===== src/rtl/stack_reader.sv =====
// stack_reader: drains a RAM-backed LIFO stack onto a valid/ready stream.
// On start it pops every entry, top first, and presents each one downstream.
// The final entry is flagged with out_last.
// The stack's one-cycle registered read latency is absorbed by alternating
// between POP (strobe + capture) and PRESENT (handshake) states.
module stack_reader #(
  parameter int ADDR_WIDTH = 8,
  parameter int DATA_WIDTH = 32
) (
  input  logic                  clk,
  input  logic                  reset_n,
  input  logic                  start,
  output logic                  busy,
  output logic                  done,
  output logic [ADDR_WIDTH:0]   count,
  output logic                  stk_pop,
  input  logic [DATA_WIDTH-1:0] stk_data,
  input  logic                  stk_empty,
  output logic                  out_valid,
  input  logic                  out_ready,
  output logic [DATA_WIDTH-1:0] out_data,
  output logic                  out_last
);

  typedef enum logic [1:0] {
    IDLE    = 2'd0,
    POP     = 2'd1,
    PRESENT = 2'd2,
    DONE    = 2'd3
  } state_t;

  localparam logic [ADDR_WIDTH:0] COUNT_ONE = {{ADDR_WIDTH{1'b0}}, 1'b1};

  state_t                state_reg;
  state_t                state_next;
  logic [DATA_WIDTH-1:0] data_reg;
  logic [ADDR_WIDTH:0]   count_reg;
  logic                  start_accept;
  logic                  handshake;

  // A start only counts when sampled in IDLE; elsewhere it is ignored.
  assign start_accept = (state_reg == IDLE) && start;
  assign handshake    = (state_reg == PRESENT) && out_ready;

  // State register; reset aborts any drain in progress immediately.
  always_ff @(posedge clk or negedge reset_n) begin
    if (!reset_n) begin
      state_reg <= IDLE;
    end else begin
      state_reg <= state_next;
    end
  end

  // Next-state logic. The stack pointer is stable throughout PRESENT, so
  // stk_empty there tells whether the presented entry was the last one.
  always_comb begin
    state_next = state_reg;
    case (state_reg)
      IDLE: begin
        if (start) begin
          state_next = stk_empty ? DONE : POP;
        end
      end
      POP: begin
        state_next = PRESENT;
      end
      PRESENT: begin
        if (out_ready) begin
          state_next = stk_empty ? DONE : POP;
        end
      end
      DONE: begin
        state_next = IDLE;
      end
      default: begin
        state_next = IDLE;
      end
    endcase
  end

  // Capture the top-of-stack word on the POP cycle; the registered read data
  // is already valid there because the pointer has been stable for a cycle.
  always_ff @(posedge clk or negedge reset_n) begin
    if (!reset_n) begin
      data_reg <= '0;
    end else if (state_reg == POP) begin
      data_reg <= stk_data;
    end
  end

  // Emitted-entry counter: cleared by an accepted start, bumped per handshake,
  // and otherwise held so the result of the last drain stays visible.
  always_ff @(posedge clk or negedge reset_n) begin
    if (!reset_n) begin
      count_reg <= '0;
    end else if (start_accept) begin
      count_reg <= '0;
    end else if (handshake) begin
      count_reg <= count_reg + COUNT_ONE;
    end
  end

  // Moore-style outputs decoded from the state register. stk_pop is also
  // gated by stk_empty so an empty stack can never be popped.
  always_comb begin
    busy      = (state_reg != IDLE);
    done      = (state_reg == DONE);
    stk_pop   = (state_reg == POP) && !stk_empty;
    out_valid = (state_reg == PRESENT);
    out_last  = (state_reg == PRESENT) && stk_empty;
    out_data  = data_reg;
    count     = count_reg;
  end

endmodule


===== config.mk =====
export PLATFORM = sky130hd
export DESIGN_NAME = stack_reader
export DESIGN_NICKNAME = d
export VERILOG_FILES = /design/src/rtl/stack_reader.sv
export SDC_FILE = /design/constraint.sdc
export NUM_CORES = 1
export LEC_CHECK = 0
export ABC_AREA = 1
export CAP_MARGIN = 20
export CELL_PAD_IN_SITES_DETAIL_PLACEMENT = 1
export CELL_PAD_IN_SITES_GLOBAL_PLACEMENT = 1
export CORE_ASPECT_RATIO = 0.8
export CORE_MARGIN = 5
export CORE_UTILIZATION = 32
export CTS_CLUSTER_SIZE = 8
export DETAILED_ROUTE_END_ITERATION = 12
export PLACE_DENSITY = 0.89
export SETUP_SLACK_MARGIN = 0.15
export SLEW_MARGIN = 20
export SYNTH_ARGS = -nofsm -noshare
export SYNTH_HDL_FRONTEND = slang
export SYNTH_SLANG_ARGS = --single-unit

===== constraint.sdc =====
create_clock -name clk -period 1.71 [get_ports clk]
set_clock_uncertainty 0.05 [all_clocks]
set_input_delay 0.342 -clock clk [delete_from_list [all_inputs] [get_ports clk]]
set_output_delay 0.342 -clock clk [all_outputs]
set_load 0.03 [all_outputs]

* Word level (Yosys, flattened, before mapping) *
Index checks and enable logic that the tools add are counted.

word-level totals
  bits in read-only memories = 0
  input port bits = 37
  memory bits (writable) = 0
  output and inout port bits = 46
  register bits = 43
  latch bits = 0
  memories = 0

cells by class
  equal/unequal tests = 5
  bitwise gates (word level) = 0
  reduce and logical (&&, ||, !) cells = 9
  magnitude comparators = 0
  shift-type cells = 0
  muxes and demuxes = 6
  div/mod/pow operators = 0
  multipliers = 0
  $add $sub $neg = 1

operator list
  cell                   count
  $mux W9                2
  $add A9 B1 Y9 const B  1
  $pmux W2 S4            1
  $mux W2                3
  $eq A2 B2 Y1 const B   2
  $logic_and A1 B1 Y1    4
  $reduce_bool A2 Y1     2
  $eq A2 B1 Y1 const B   1
  $logic_not A2 Y1       1
  $ne A2 B1 Y1 const B   1
  $ne A2 B2 Y1 const B   1
  $reduce_and A2 Y1      1
  $logic_not A1 Y1       1

* Depth between registers and ports, before layout *
  depth in word-level cells = 4
  mapped depth = 7

* Worst setup path before layout *
OpenSTA, ideal clock, no wires.

  kind = reg2out
  start = register state_reg[1]
  end = output port stk_pop
  buffers on the path = 1
  arrival = 1.199 ns
  slack = 0.119 ns
  stages on the path, launching flop included = 5
  cell sequence = dfrtp_1 inv_2 nand2_4 buf_12 nor2_1

between the ends
  word-level cells in the longest chain between the ends = 2

RTL lines
  item                      line  source
  start: declaration        34    state_t state_reg;
  start signal: assignment  50    state_reg <= state_next;
  $eq A2 B1 Y1              108   stk_pop = (state_reg == POP) && !stk_empty;
  $logic_and A1 B1 Y1       108
  end: declaration          16    output logic stk_pop,

No other way between the ends.

* Worst setup path after layout *
  start = register state_reg[0]
  end = output port out_last

between the ends
  word-level cells in the longest chain between the ends = 2

RTL lines
  item                 line  source
  $eq A2 B2 Y1         110   out_last = (state_reg == PRESENT) && stk_empty;
  $logic_and A1 B1 Y1  110
  end: declaration     22    output logic out_last

No other way between the ends.

==> run summary <==
Counting the fill cells in the layout gives 627. The chip height works out to 79.97 µm. The detail route stage leaves a number of antenna-violating nets equal to 0. 83 I/O pins were placed.

The tools report the global-route wire length before repair as 8666 µm. Of all nets on the critical path, the largest fanout is 4. For the pin with the worst max-slew slack, the measured transition is 483.2 ps. Final weighted congestion of routability-driven global placement: 0.7792. STA classifies the critical path endpoint as a primary output.

The cell area after placement is 2908 µm², and the number of cell rows is 25. The clock tree synthesis step divided the H-tree into 2 levels. The detailed-placement wirelength estimate was 4129 µm; the number of library cell types mapped by synthesis was 21.

The worst supply voltage drop on vdd was 0.6297 mV. The initial core utilization came out at 0.3295. Summing internal, switching and leakage power gives 5801 µW. CTS buffer count: 5. The tools report the clock latency reported for the late side of the worst-skew pair as 290 ps. The horizontal die dimension came out at 97.46 µm. The worst path meets setup with 136.5 ps of slack. TritonCTS built the clock tree.

The kind of start point of the critical path was a flip-flop. The number of warning messages in the yosys log was 0. After synthesis the netlist holds a flip-flop and latch count of 43.

The number of flip-flops under the largest register name is 32. Wire length after detailed routing: 5467 µm. The tool flagged a number of max-cap violations equal to 0. Worst slew margin relative to its limit: 0.6779. The logs give 0 for the antenna diode count and 294 for the layout net count. The fraction of the cycle the final worst path needs was 0.9202.

The TritonCTS sink count was 43; the cell area after layout was 3079 µm². After detailed routing, the number of vias per cell comes to 4.527. Setup repair after global routing could not meet its margin everywhere. The share of cells above drive strength 1 is 0.3035, and the final period demand of the worst path is 1574 ps. The number of nets in the synthesized netlist is 189. The library cells used most frequently in the layout, excluding fill and tap cells, are 41 x sky130_fd_sc_hd__dfrtp_1, 36 x sky130_fd_sc_hd__dlygate4sd2_1, 34 x sky130_fd_sc_hd__clkdlybuf4s50_1.

The routed layout has 1530 vias. The layout-stage area growth over the synthesis result is 57.25%. The flow ran to the end, and the final reports show no timing, DRC or antenna violations.

The logs give 0 for the final count of pins violating max slew and 0.5495 for the portion of the post-synthesis area used by sequential elements. The tools report the initial antenna violation count as 0. Clock-pin slew of the registers on the worst-case setup and hold paths: 90 ps. The average wire length per cell after detail routing is 16.17 µm, and the number of iterations in the first detailed-routing pass is 4.

The data required time of the critical path is 1320 ps, and the remaining design rule violation count is 0. Entering global routing, the biggest net connects 26 pins. The die area is 7793 µm², and the critical path arrival is 1180 ps. The tools report the number of global-route vias before repair as 1653.

The library cell used most frequently in the layout, excluding fill and tap cells, is sky130_fd_sc_hd__dfrtp_1. For the final setup violation count, the log shows 0. The run gives 0 as the total congestion overflow. For the number of buffers on the longest clock path, the log shows 2. All-layer global routing usage: 0.1388. For this design the static power due to leakage is 0.001513 µW.

The run gives 97.88 ps as the worst setup slack after placement. Dividing total power by cell area gives a power density of 1884 nW/µm². The synthesized netlist occupies a cell area of 1958 µm².

Based on the critical path, the design can be clocked at up to 635.5 MHz. Synthesis produced a netlist whose cell count is 151. After floorplanning, the core was sized to cover 5943 µm². The count of buffers from port buffering was 82. Root buffer cell: sky130_fd_sc_hd__clkbuf_8. The worst hold path belongs to the class in -> reg. The final hold violation count came out at 0. The synthesized area per cell works out to 12.97 µm². After the first detailed-routing iteration, the DRC count stood at 25. The critical path is of the reg -> out type.
[through the flow]
stage	util	setup TNS, ps	std cells	hold slack, ps
3_3_place_gp	0.4893	0	318	272.4
6_report	0.5181	0	338	391.3
3_5_place_dp	0.4893	0	318	296.6
4_1_cts	0.4968	-51.09	327	467.5
5_1_grt	0.5181	0	338	401.9
2_1_floorplan	-	0	151	-3.591
[report_power, final]
part           leakage (µW)  switching, µW  total (µW)  internal (µW)
Combinational      0.000954           1810        3400           1590
Clock             0.0000412            355         641            286
Sequential         0.000518            289        1760           1470
Total               0.00151           2460        5800           3340
[worst max-delay path: stages, from the launching register on]
cell,delay [ps]
sky130_fd_sc_hd__dfrtp_2,450
sky130_fd_sc_hd__inv_4,80
sky130_fd_sc_hd__nand2_2,70
sky130_fd_sc_hd__nor2_2,140
sky130_fd_sc_hd__buf_6,160
[synth_stat cells (all sizes together)]
cell type	n	area (µm²)
a31oi	1	6.260
nand3	9	62.56
nand4	1	6.260
nor2	11	43.80
o31ai	1	7.510
ha	1	12.51
mux2	32	465.4
nor3	2	10.01
inv	13	48.79
buf	3	60.06
nand2	25	108.9
o211ai	2	15.01
dfrtp	43	1076
o21ai	3	15.01
a21oi	4	20.02
[what timing repair did]
item	CTS	global route
buffers inserted	0	11
hold buffers	1	0
pin swaps	0	2
hold endpoints to repair	18	0
endpoints found under the setup margin	45	9
resized for setup	42	19
[path summary, 6_finish.rpt]
path | startpoint | to | slack, ps | cells past startpoint
min | stk_empty | state_reg[1] | 390 | 3
max reg2reg | state_reg[1] | out_data[17] | 170 | 6
min reg2reg | out_data[25] | out_data[25] | 460 | 1
max | state_reg[0] | out_last | 140 | 4
max in group asynchronous | reset_n | out_data[26] | 610 | 3
min in group asynchronous | reset_n | out_data[5] | 500 | 2
[cells by family after synthesis]
| logic type | count (synthesis) | share of synthesized area |
|---|---|---|
| compound gates | 11 | 0.03259 |
| fa+ha+maj | 1 | 0.006389 |
| simple gates | 48 | 0.1182 |
| buf+inv | 16 | 0.05559 |
| flops | 43 | 0.5495 |
| mux | 32 | 0.2377 |
[layout make-up]
cell class | count | area, µm² | area share
multi-input cells | 92 | 794.5 | 0.2580
clock buffers | 6 | 72.57 | 0.02357
repair buffers | 101 | 965.9 | 0.3137
inverters | 13 | 53.80 | 0.01747
clock inverters | 2 | 12.51 | 0.004063
flip-flops and latches | 43 | 1079 | 0.3503
well taps | 81 | 101.3 | 0.03291
[routing by layer]
metal,vias to the layer above,share of wire,global-route usage
met5,-,0,0
met1,752,0.45,0.1850
met3,5,0.065,0.05066
met4,0,0.0035,0.01660
li1,717,-,-
met2,56,0.48,0.2237
Note: power is estimated with default switching activity, not from simulation.
